<file path="config.mk">
export PLATFORM = sky130hd
export DESIGN_NAME = spec_pair_judge
export DESIGN_NICKNAME = d
export VERILOG_FILES = /design/src/rtl/spec_pair_judge_pkg.sv /design/src/rtl/spec_pair_judge_hazard.sv /design/src/rtl/spec_pair_judge.sv
export SDC_FILE = /design/constraint.sdc
export NUM_CORES = 1
export LEC_CHECK = 0
export BUFFER_PORTS_ARGS = -buffer_cell sky130_fd_sc_hd__buf_2
export CORE_UTILIZATION = 30
export DETAILED_ROUTE_END_ITERATION = 8
export PLACE_DENSITY = 0.95
export SYNTH_ARGS = -nofsm -noshare
export SYNTH_HDL_FRONTEND = slang
export SYNTH_HIERARCHICAL = 1
export SYNTH_SLANG_ARGS = --single-unit
</file>
<file path="constraint.sdc">
create_clock -name clk -period 4.3 [get_ports clk]
set_input_delay 0.43 -clock clk [delete_from_list [all_inputs] [get_ports clk]]
set_output_delay 0.43 -clock clk [all_outputs]
set_load 0.005 [all_outputs]
</file>
<file path="src/rtl/spec_pair_judge_pkg.sv">
// Shared types and constants for the speculative pair judge.
// State encoding, conflict_cause bit positions and default serial mask.
package spec_pair_pkg;

   typedef enum logic {
      IDLE = 1'b0,
      HOLD = 1'b1
   } state_e;

   localparam int CAUSE_RES = 0;
   localparam int CAUSE_SER = 1;
   localparam int CAUSE_DEP = 2;

   localparam logic [31:0] DEF_SERIAL_MASK = 32'h0000_0FE0;

endpackage

</file>
<file path="src/rtl/spec_pair_judge_hazard.sv">
// Combinational hazard judge for a normal/speculative issue pair.
// SPEC_PAIR_WAW_CHECK_EN adds dest==dest to the dependency check.
module spec_pair_hazard
   import spec_pair_pkg::*;
#(
   parameter int                 UCODE_W     = 32,
   parameter int                 INSTR_W     = 32,
   parameter int                 REG_W       = 8,
   parameter logic [UCODE_W-1:0] SERIAL_MASK = DEF_SERIAL_MASK
) (
   input  logic [UCODE_W-1:0] micro_code_normal,
   input  logic [UCODE_W-1:0] micro_code_speculative,
   input  logic [INSTR_W-1:0] instruction_normal,
   input  logic [INSTR_W-1:0] instruction_speculative,
   output logic               resource,
   output logic               serial,
   output logic               dep
);

   logic [REG_W-1:0] n_dest;
   logic [REG_W-1:0] s_src1;
   logic [REG_W-1:0] s_src2;
   logic             waw;
   logic             unused_instr;

   assign n_dest = instruction_normal[REG_W-1:0];
   assign s_src2 = instruction_speculative[2*REG_W-1:REG_W];
   assign s_src1 = instruction_speculative[3*REG_W-1:2*REG_W];

   // Upper instruction bits carry no register fields.
   assign unused_instr = ^{instruction_normal, instruction_speculative};

`ifdef SPEC_PAIR_WAW_CHECK_EN
   logic [REG_W-1:0] s_dest;
   assign s_dest = instruction_speculative[REG_W-1:0];
   assign waw    = (s_dest == n_dest);
`else
   assign waw    = 1'b0;
`endif

   // Resource overlap, serializing ops and RAW (optionally WAW) hazards.
   always_comb begin
      resource = |(micro_code_normal & micro_code_speculative);
      serial   = |(micro_code_normal & SERIAL_MASK);
      dep      = (s_src1 == n_dest) || (s_src2 == n_dest) || waw;
   end

endmodule

</file>
<file path="src/rtl/spec_pair_judge.sv">
// Dual-issue pair judge: registered verdict with one-deep skid and a
// multi-cycle HOLD tracker. Optional SPEC_PAIR_WAW_CHECK_EN (see hazard).
module spec_pair_judge
   import spec_pair_pkg::*;
#(
   parameter int                 UCODE_W     = 32,
   parameter int                 INSTR_W     = 32,
   parameter int                 REG_W       = 8,
   parameter logic [UCODE_W-1:0] SERIAL_MASK = DEF_SERIAL_MASK,
   parameter int                 CNT_W       = 3
) (
   input  logic               clk,
   input  logic               rst,
   input  logic               in_valid,
   output logic               in_ready,
   input  logic [UCODE_W-1:0] micro_code_normal,
   input  logic [UCODE_W-1:0] micro_code_speculative,
   input  logic [INSTR_W-1:0] instruction_normal,
   input  logic [INSTR_W-1:0] instruction_speculative,
   input  logic [CNT_W-1:0]   micro_instruction_cnt_speculative,
   output logic               out_valid,
   input  logic               out_ready,
   output logic               pair_ok,
   output logic [2:0]         conflict_cause,
   output logic               busy
);

   state_e           state_q, state_d;
   logic [CNT_W-1:0] hold_cnt_q, hold_cnt_d;
   logic             out_valid_q, out_valid_d;
   logic             pair_ok_q, pair_ok_d;
   logic [2:0]       cause_q, cause_d;

   logic             resource;
   logic             serial;
   logic             dep;
   logic             accept;
   logic             judge_ok;

   spec_pair_hazard #(
      .UCODE_W     (UCODE_W),
      .INSTR_W     (INSTR_W),
      .REG_W       (REG_W),
      .SERIAL_MASK (SERIAL_MASK)
   ) u_hazard (
      .micro_code_normal       (micro_code_normal),
      .micro_code_speculative  (micro_code_speculative),
      .instruction_normal      (instruction_normal),
      .instruction_speculative (instruction_speculative),
      .resource                (resource),
      .serial                  (serial),
      .dep                     (dep)
   );

   assign in_ready = !out_valid_q || out_ready;
   assign accept   = in_valid && in_ready;

   // A pair in HOLD (including the final HOLD cycle) is never dual-issued.
   assign judge_ok = (state_q == IDLE) && !resource && !serial && !dep;

   // Next-state for the HOLD tracker and the verdict register.
   always_comb begin
      state_d     = state_q;
      hold_cnt_d  = hold_cnt_q;
      out_valid_d = out_valid_q;
      pair_ok_d   = pair_ok_q;
      cause_d     = cause_q;

      unique case (state_q)
         IDLE: begin
            if (accept && judge_ok &&
                (micro_instruction_cnt_speculative != '0)) begin
               state_d    = HOLD;
               hold_cnt_d = micro_instruction_cnt_speculative;
            end
         end
         HOLD: begin
            if (hold_cnt_q != '0) begin
               hold_cnt_d = hold_cnt_q - 1'b1;
            end
            if (hold_cnt_q <= CNT_W'(1)) begin
               state_d = IDLE;
            end
         end
         default: state_d = IDLE;
      endcase

      if (accept) begin
         out_valid_d = 1'b1;
         pair_ok_d   = judge_ok;
         cause_d     = 3'b000;
         if (state_q == IDLE) begin
            cause_d[CAUSE_RES] = resource;
            cause_d[CAUSE_SER] = serial;
            cause_d[CAUSE_DEP] = dep;
         end
      end else if (out_ready) begin
         out_valid_d = 1'b0;
      end
   end

   // State and verdict registers; reset drops any pending work.
   always_ff @(posedge clk or posedge rst) begin
      if (rst) begin
         state_q     <= IDLE;
         hold_cnt_q  <= '0;
         out_valid_q <= 1'b0;
         pair_ok_q   <= 1'b0;
         cause_q     <= 3'b000;
      end else begin
         state_q     <= state_d;
         hold_cnt_q  <= hold_cnt_d;
         out_valid_q <= out_valid_d;
         pair_ok_q   <= pair_ok_d;
         cause_q     <= cause_d;
      end
   end

   assign out_valid      = out_valid_q;
   assign pair_ok        = pair_ok_q;
   assign conflict_cause = cause_q;
   assign busy           = (state_q == HOLD);

endmodule

</file>
==> results.json <==
{
  "status": "finished clean",
  "avgSynthCellArea_um2": 8.84,
  "ir_drop_mv": 0.103,
  "reg2reg_depth": 6,
  "hold_viol": 0,
  "syn2layout_area_growth_pct": 67.1,
  "clk_path_buf_depth": 2,
  "synthSimpleGateAreaFrac_pct": 22.1,
  "syn-num-nets": 234,
  "numPortBuffers": 101,
  "cts_root_buf": "clkbuf_4",
  "ctsResizeCount": 0,
  "synthCells": 96,
  "slew_headroom_pct": 70.9,
  "cts_tree": "built",
  "r2r_slack_ns": 2.79,
  "dr_wl_met2_mm": 1.57,
  "start_util_pct": 33.0,
  "p_sw_share_pct": 28.7,
  "tns_ns": 0,
  "cap_violations": 0,
  "routed-via-count": 1180,
  "grt_pass1_wl_mm": 4.62,
  "num_io_pins": 142,
  "synthMuxAreaShare_pct": 2.36,
  "ys_ff_latch": 9,
  "start_kind": "input port",
  "num_rows": 18,
  "gp_congestion": 0.824,
  "setup_slack_ns": 2.10,
  "drc": 0,
  "synth_fa_ha_area_share_pct": 4.42,
  "dp_hpwl_mm": 2.92,
  "finalCritPeriodShare_pct": 51.1,
  "met3_length_um": 472,
  "crit_type": "in2reg",
  "synth_edf_count": 0,
  "yosys.cell_types.count": 24,
  "slew_violations": 0,
  "die_y_um": 55.2,
  "synth_compound_area_share_pct": 24.9,
  "routed_wl_mm": 3.21,
  "antenna_left": 0,
  "drive_gt1_share_pct": 55.2,
  "antenna_found_initial": 0,
  "hold_buffers": 0,
  "cts_buffers": 3,
  "yosys-top-cells-count": "xnor2_1 (16), a22oi_1 (14), dfrtp_1 (9), nand4_1 (9), nand2_1 (8)",
  "finalSetupViolCount": 0,
  "cp_data_arrival_time_ns": 2.33,
  "grt_pass1_vias": 1154,
  "clock_skew_ns": 0.00694,
  "yosysMostFrequentCell": "xnor2_1",
  "internal_power_mw": 0.176,
  "synth_warnings": 6,
  "clk_latency_ns": 0.27,
  "rsz0062_at_grt": "no",
  "synth_area_um2": 848,
  "ys_seq_area_share_pct": 26.5,
  "netlist.area_leader.share_pct": 26.5,
  "dp_slack_ns": 1.83,
  "nets": 340,
  "htreeDepth": 1,
  "startpoint": "micro_code_normal[3]",
  "clk_pin_slew_worst_paths_ns": 0.07,
  "synth_xor_area_share_pct": 16.5,
  "first_iter_violations": 13,
  "min_path_type": "in2async",
  "p_switching_mw": 0.0707,
  "track_usage_pct": 22.1,
  "fp.dieW_um": 55.2,
  "power_density_nw_per_um2": 174,
  "antenna_cells": 0,
  "total_power_mw": 0.246,
  "gr-total-overflow": 0,
  "combPwrFrac_pct": 36.0,
  "synth_top_family_by_area": "compound AO/OA/AOI/OAI gates",
  "grt_max_degree": 10,
  "fmax_mhz": 455,
  "firstDrtPassIters": 4,
  "hold_ws_ns": 0.104,
  "required_ns": 4.44,
  "pwr-share-seq_pct": 36.3,
  "clkPwrFrac_pct": 27.6,
  "wl_met1_mm": 1.16,
  "core-area_um2": 2570,
  "yosys.area.top_type": "dfrtp_1",
  "post_cts_buffers": 0,
  "worst_pin_slew_ns": 0.433,
  "p_leak_nw": 0.730,
  "viasPerCell": 5.11,
  "period_needed_ns": 2.20,
  "dieArea_um2": 3040,
  "synthTopCellsByArea": "dfrtp_1 (27%), xnor2_1 (17%), a22oi_1 (12%)",
  "reg2reg_to": "hold_cnt_q[2]",
  "end_kind": "flip-flop",
  "async_reset_ff_share_pct": 100,
  "routedWlPerCell_um": 13.9,
  "numClockSinks": 9,
  "worstPathMaxFanout": 5,
  "ys.flop_type": "dfrtp_1",
  "highest_layer": "met4",
  "r2r-start": "hold_cnt_q[0]"
}
-- worst max-delay path by stage --
stage / end / slack (ns) / cells after the start
after floorplan: hold_cnt_q[0] / 2.22 / 7
after global placement: hold_cnt_q[1] / 1.86 / 8
after detailed placement: hold_cnt_q[1] / 1.83 / 8
after CTS: hold_cnt_q[1] / 2.13 / 8
after global routing: hold_cnt_q[0] / 2.04 / 8
final: hold_cnt_q[0] / 2.10 / 8
-- critical path: stages --
cell      delay [ns]
buf_2           0.10
a22oi_1         0.20
nand4_1         0.15
or4_1           0.65
nor4_4          0.30
nand3_2         0.18
o211ai_2        0.19
o221ai_1        0.12
-- power groups by stage --
stage / logic, mW / registers, mW / clock network, mW
after global placement: 0.0861 / 0.0907 / 0
after global routing: 0.0999 / 0.0896 / 0.0760
after CTS: 0.0894 / 0.0895 / 0.0704
final: 0.0887 / 0.0895 / 0.0680
after floorplan: 0.0306 / 0.0911 / 0
after detailed placement: 0.0891 / 0.0911 / 0
-- logic make-up (layout without fill, tap and decap cells) --
group | count (synthesis) | count (layout)
simple gates | 30 | 30
compound gates | 29 | 29
flops | 9 | 9
mux | 2 | 2
xor+xnor | 16 | 16
buf+inv | 7 | 112
fa+ha+maj | 3 | 3
-- sequential cells by signal, indices dropped and copies added (netlist names) --
signal          cells
busy                1
conflict_cause      3
hold_cnt_q          3
out_valid           1
pair_ok             1
-- stage by stage --
| step | instance area [um2] | cells | util (%) |
|---|---|---|---|
| floorplan | 848 | 96 | - |
| global placement | 1390 | 227 | 54.2 |
| detailed placement | 1390 | 227 | 54.2 |
| CTS | 1420 | 231 | 55.2 |
| global route | 1420 | 231 | 55.2 |
| finish | 1420 | 231 | 55.2 |
-- routing by layer --
metal	GRT usage, %	vias up
met5	0	-
met4	7.92	0
met3	6.56	2
met2	42.8	82
met1	21.9	523
li1	-	573
-- final cells by class --
class / count / area [um2]
sequential: 9 / 225
clock buffer: 4 / 26.3
timing repair buffer: 101 / 505
fill: 266 / 1150
inverter: 7 / 26.3
tap: 30 / 37.5
multi-input combinational: 80 / 597
-- cells in the final DEF, fill, tap and decap left out --
| cell | netlist | routed |
|---|---|---|
| o21ai_0 | 6 | 6 |
| nand2b_1 | 5 | 5 |
| nand4_1 | 9 | 9 |
| clkbuf_1 | 0 | 1 |
| ha_1 | 3 | 3 |
| o311ai_1 | 1 | 1 |
| clkbuf_4 | 0 | 3 |
| or3b_2 | 1 | 1 |
| nand2_1 | 8 | 8 |
| inv_1 | 7 | 7 |
| o221ai_1 | 1 | 1 |
| nor3_1 | 2 | 2 |
| nor4_1 | 1 | 1 |
| or4_1 | 1 | 1 |
| o21ai_1 | 2 | 2 |
| nand3_2 | 1 | 1 |
| o211ai_2 | 1 | 1 |
| nor4_4 | 1 | 1 |
| a21oi_1 | 1 | 1 |
| dfrtp_1 | 9 | 9 |
| a22oi_1 | 14 | 14 |
| mux2i_1 | 2 | 2 |
| buf_2 | 0 | 101 |
| xnor2_1 | 16 | 16 |
| a22oi_2 | 2 | 2 |
| o22ai_1 | 1 | 1 |
| nor2_2 | 1 | 1 |
(Power assumes the default switching activity.)
